File: src/rtl/traffic_pkg.sv
// Shared state codes, light codes and light decode for the intersection controller.
package traffic_pkg;

  localparam logic [2:0] MG  = 3'd0;
  localparam logic [2:0] MY  = 3'd1;
  localparam logic [2:0] AR1 = 3'd2;
  localparam logic [2:0] SG  = 3'd3;
  localparam logic [2:0] SY  = 3'd4;
  localparam logic [2:0] AR2 = 3'd5;

  localparam logic [2:0] L_GREEN  = 3'b100;
  localparam logic [2:0] L_YELLOW = 3'b010;
  localparam logic [2:0] L_RED    = 3'b001;

  typedef enum logic [2:0] {
    ST_MG  = MG,
    ST_MY  = MY,
    ST_AR1 = AR1,
    ST_SG  = SG,
    ST_SY  = SY,
    ST_AR2 = AR2
  } state_t;

  // Returns {main, side}; anything that is not a known state shows all red.
  function automatic logic [5:0] light_decode(input logic [2:0] s);
    case (s)
      MG:      return {L_GREEN,  L_RED};
      MY:      return {L_YELLOW, L_RED};
      SG:      return {L_RED,    L_GREEN};
      SY:      return {L_RED,    L_YELLOW};
      default: return {L_RED,    L_RED};
    endcase
  endfunction

endpackage

File: src/rtl/tl_timer.sv
// Saturating down-counter used as the phase timer; done while the count sits at zero.
module tl_timer #(
  parameter int unsigned     TW      = 4,
  parameter logic [TW-1:0]   RST_VAL = '0
) (
  input  logic          clk,
  input  logic          rst,
  input  logic          load,
  input  logic [TW-1:0] load_val,
  output logic          done
);

  logic [TW-1:0] cnt_q, cnt_d;

  always_comb begin
    cnt_d = cnt_q;
    if (load) begin
      cnt_d = load_val;
    end else if (cnt_q != '0) begin
      cnt_d = cnt_q - TW'(1);
    end
  end

  always_ff @(posedge clk) begin
    if (rst) begin
      cnt_q <= RST_VAL;
    end else begin
      cnt_q <= cnt_d;
    end
  end

  assign done = (cnt_q == '0);

endmodule

File: src/rtl/traffic_light_ctrl.sv
// Main/side road intersection sequencer: Moore FSM with one shared phase timer.
// State | meaning
// MG    | main green, side red (rest state, min-green enforced)
// MY    | main yellow
// AR1   | all red before side service (held during emergency)
// SG    | side green (fixed length, cut short by emergency)
// SY    | side yellow
// AR2   | all red before returning to main (held during emergency)
module traffic_light_ctrl
  import traffic_pkg::*;
#(
  parameter int unsigned T_MIN_GREEN  = 4,
  parameter int unsigned T_YELLOW     = 2,
  parameter int unsigned T_ALLRED     = 1,
  parameter int unsigned T_SIDE_GREEN = 3,
  parameter int unsigned TW           = 4
) (
  input  logic       clk,
  input  logic       rst,
  input  logic       car_side,
  input  logic       emerg,
  output logic [2:0] main_light,
  output logic [2:0] side_light,
  output logic [2:0] state
);

  state_t        state_q, state_d;
  logic          tmr_load;
  logic [TW-1:0] tmr_load_val;
  logic          tmr_done;

  // Timer preload for a phase of duration D is D-1 so done rises on its last cycle.
  function automatic logic [TW-1:0] load_for(input state_t s);
    case (s)
      ST_MG:        return TW'(T_MIN_GREEN - 1);
      ST_MY, ST_SY: return TW'(T_YELLOW - 1);
      ST_SG:        return TW'(T_SIDE_GREEN - 1);
      default:      return TW'(T_ALLRED - 1);
    endcase
  endfunction

  tl_timer #(
    .TW      (TW),
    .RST_VAL (TW'(T_MIN_GREEN - 1))
  ) u_timer (
    .clk      (clk),
    .rst      (rst),
    .load     (tmr_load),
    .load_val (tmr_load_val),
    .done     (tmr_done)
  );

  always_comb begin
    state_d = state_q;
    case (state_q)
      ST_MG: begin
        if (emerg || (tmr_done && car_side)) state_d = ST_MY;
      end
      ST_MY: begin
        if (tmr_done) state_d = ST_AR1;
      end
      ST_AR1: begin
        if (tmr_done && !emerg) state_d = ST_SG;
      end
      ST_SG: begin
        if (emerg || tmr_done) state_d = ST_SY;
      end
      ST_SY: begin
        if (tmr_done) state_d = ST_AR2;
      end
      ST_AR2: begin
        if (tmr_done && !emerg) state_d = ST_MG;
      end
      default: state_d = ST_AR2;
    endcase
  end

  // Every phase change restarts the timer; staying in a phase lets it run down and saturate.
  always_comb begin
    tmr_load     = (state_d != state_q);
    tmr_load_val = load_for(state_d);
  end

  always_ff @(posedge clk) begin
    if (rst) begin
      state_q <= ST_MG;
    end else begin
      state_q <= state_d;
    end
  end

  always_comb begin
    {main_light, side_light} = light_decode(state_q);
  end

  assign state = state_q;

endmodule
File: config.mk
export PLATFORM = sky130hd
export DESIGN_NAME = traffic_light_ctrl
export DESIGN_NICKNAME = d
export VERILOG_FILES = /design/src/rtl/traffic_pkg.sv /design/src/rtl/tl_timer.sv /design/src/rtl/traffic_light_ctrl.sv
export SDC_FILE = /design/constraint.sdc
export NUM_CORES = 1
export LEC_CHECK = 0
export CAP_MARGIN = 40
export CORE_AREA = 2 2 39 41
export CTS_BUF_LIST = sky130_fd_sc_hd__clkbuf_8
export CTS_CLUSTER_DIAMETER = 30
export DETAILED_ROUTE_END_ITERATION = 7
export DIE_AREA = 0 0 41 43
export HOLD_SLACK_MARGIN = 0.15
export PLACE_DENSITY = 0.7
export SYNTH_ARGS = -nofsm -noshare
export SYNTH_HDL_FRONTEND = slang
export SYNTH_SLANG_ARGS = --single-unit
File: constraint.sdc
create_clock -name clk -period 4.4 [get_ports clk]
set_clock_uncertainty 0.1 [all_clocks]
set_input_delay 0.88 -clock clk [delete_from_list [all_inputs] [get_ports clk]]
set_output_delay 0.88 -clock clk [all_outputs]
set_load 0.1 [all_outputs]
==> impl_metrics.env <==
export IMPL_syn_area_per_cell_um2=7.98
export IMPL_grt_pass1_vias=518
export IMPL_netlist_area_um2=574
export IMPL_crit_path_cell_trace="nor2b_1 -> and2_1 -> clkdlybuf4s50_1 -> buf_8"
export IMPL_h_tree_depth=1
export IMPL_placed_cell_area_um2=817
export IMPL_p_per_area_nw_per_um2=335
export IMPL_synth_edf_count=0
export IMPL_path_class="reg -> out"
export IMPL_avgViaCountPerCell=5.56
export IMPL_antenna_found_initial=0
export IMPL_whs_ps=499
export IMPL_critical_path_max_stage_delay_ps=650
export IMPL_drc=0
export IMPL_ir_drop_v=0.000321
export IMPL_hold_viol=0
export IMPL_status="completed"
export IMPL_drt_wl_total_um=1430
export IMPL_synth_cells=72
export IMPL_placement_io_buffers=12
export IMPL_gr_total_overflow=0
export IMPL_track_usage_pct=18.3
export IMPL_ant_nets=0
export IMPL_fin_tns_setup_ps=0
export IMPL_clockBufferDepth=2
export IMPL_die_y_um=43
export IMPL_endpoint_kind="output port"
export IMPL_synth_seq_cells=7
export IMPL_slew_headroom_pct=64.1
export IMPL_post_cts_resized=0
export IMPL_fmax_mhz=337
export IMPL_crit_family="buffers and inverters"
export IMPL_crit_path_max_fanout=16
export IMPL_diodes=0
export IMPL_setup_violations=0
export IMPL_dr_pass1_iters=4
export IMPL_cts_root_buf="clkbuf_8"
export IMPL_area_growth_pct=50.3
export IMPL_wl_per_cell_um=13.4
export IMPL_numCtsBuffers=3
export IMPL_use_met1_pct=22.0
export IMPL_path_clk_slew_ps=40
export IMPL_grt_first_pass_wirelength_um=2170
export IMPL_ios=13
export IMPL_seq_area_frac_synth_pct=24.4
export IMPL_gp_congestion=0.801
export IMPL_synth_nets=77
export IMPL_cts_setup_buffers=0
export IMPL_cts_sinks=7
export IMPL_grt_max_degree=17
export IMPL_design_area_um2=863
export IMPL_met2_usage_pct=27.5
export IMPL_crit_path_end="side_light[2]"
export IMPL_final_cell_mix="12 x clkdlybuf4s50_1, 9 x buf_8, 8 x nor2_1"
export IMPL_worstPathArrival_ps=1990
export IMPL_cts_tree="done"
export IMPL_fp_coreArea_um2=1380
export IMPL_min_period_over_period_pct=67.4
export IMPL_async_reset_ff_share_pct=0
export IMPL_met3_usage_pct=5.76
export IMPL_path_depth=4
export IMPL_period_minus_slack_ps=2970
export IMPL_slowest_stage="dfxtp_1"
export IMPL_fin_nets=97
export IMPL_cp_start_kind="register"
export IMPL_synthFlopType="dfxtp_1"
export IMPL_initial_core_util_pct=41.5
export IMPL_timing_rr_end="u_timer.cnt_q[1]"
export IMPL_required_ps=3420
export IMPL_holdBufCountCts=0
export IMPL_min_path_cells=2
export IMPL_p_leak_uw=0.000342
export IMPL_rr_worst_depth=6
export IMPL_hp_class="reg -> reg"
export IMPL_worst_slew_pin_slew_ps=538
export IMPL_clkLatencyLatePin_ps=230
export IMPL_rsz0062_at_grt="false"
export IMPL_finalMaxSlewViolations=0
export IMPL_num_rows=14
export IMPL_rrSetupSlack_ps=2370
export IMPL_drive_gt1_share_pct=20.9
export IMPL_synth_cell_types=36
export IMPL_timing_rr_start="u_timer.cnt_q[0]"
export IMPL_vias=595
export IMPL_post_route_util_pct=62.4
export IMPL_layout_commonest_cell="clkdlybuf4s50_1"
export IMPL_grt_busiest_layer="met2"
export IMPL_startpoint="state[1]"
export IMPL_hpwlAfterDp_um=1050
export IMPL_die_area_um2=1760
export IMPL_yosys_warnings=0
export IMPL_drt_initial_drc_count=12
export IMPL_die_width_um=41
export IMPL_path_buf_inv=2
export IMPL_maxCapViolCount=0
[worst min path at each step]
stage                      from  slack, ps               end
2_1_floorplan  u_timer.cnt_q[3]        450  u_timer.cnt_q[3]
4_1_cts        u_timer.cnt_q[3]        500  u_timer.cnt_q[3]
3_5_place_dp   u_timer.cnt_q[3]        490  u_timer.cnt_q[3]
6_report       u_timer.cnt_q[2]        500  u_timer.cnt_q[2]
3_3_place_gp   u_timer.cnt_q[3]        480  u_timer.cnt_q[3]
5_1_grt        u_timer.cnt_q[3]        540  u_timer.cnt_q[3]
[metrics by stage]
step | total power, µW | cells | setup slack, ps
floorplan | 166 | 72 | 152
global placement | 182 | 94 | 1310
detailed placement | 200 | 103 | 1670
CTS | 292 | 107 | 1430
global route | 305 | 107 | 1360
finish | 289 | 107 | 1430
[Yosys cell counts, types with 2 or more instances]
cell type / n / share of area, %
clkbuf_4: 2 / 2.6
a21oi_1: 4 / 3.5
nor4_1: 4 / 4.4
o21ai_0: 2 / 1.7
mux2i_1: 2 / 3.5
nand2_1: 2 / 1.3
o21ai_1: 2 / 1.7
nor3_1: 7 / 6.1
inv_1: 3 / 2.0
nor2_1: 8 / 5.2
and2_1: 2 / 2.2
xnor2_1: 3 / 4.6
buf_2: 2 / 1.7
dfxtp_1: 7 / 24
[kinds of logic after synthesis]
group	share of synthesized area (%)
and+or+nand+nor	36.8
AOI/OAI and AO/OA	18.3
buffers and inverters	10.2
DFF	24.4
xor gates and xnor gates	4.58
muxes	3.49
adders and majority gates	2.18
[cell type report]
| class | count | area (µm²) |
|---|---|---|
| Clock buffer | 3 | 41.3 |
| Clock inverter | 1 | 5.00 |
| Fill cell | 126 | 520 |
| Inverter | 4 | 15.0 |
| Multi-Input combinational cell | 55 | 387 |
| Sequential cell | 7 | 140 |
| Tap cell | 16 | 20.0 |
| Timing Repair Buffer | 21 | 255 |
[report_power, final]
part / switching, µW / internal [µW] / leakage [µW] / total, µW
clock: 29.2 / 61.4 / 0.0000255 / 90.6
combinational: 68.7 / 47.2 / 0.000259 / 116
sequential: 11.3 / 71.4 / 0.0000574 / 82.7
[tightest hold or removal path, cell delays in order, from the launching register on]
cell	delay, ps
dfxtp_1	340
xnor2_1	170
nor4_1	40
[per-layer routing]
metal / share of wire (%) / up-vias
li1: - / 302
met1: 46 / 279
met2: 48 / 10
met3: 3.6 / 4
met4: 2.0 / 0
met5: 0 / -
[sequential cells by signal, indices dropped and copies added, names as in the netlist]
name and flops:
state 3, u_timer.cnt_q 4
(Power assumes the default switching activity.)
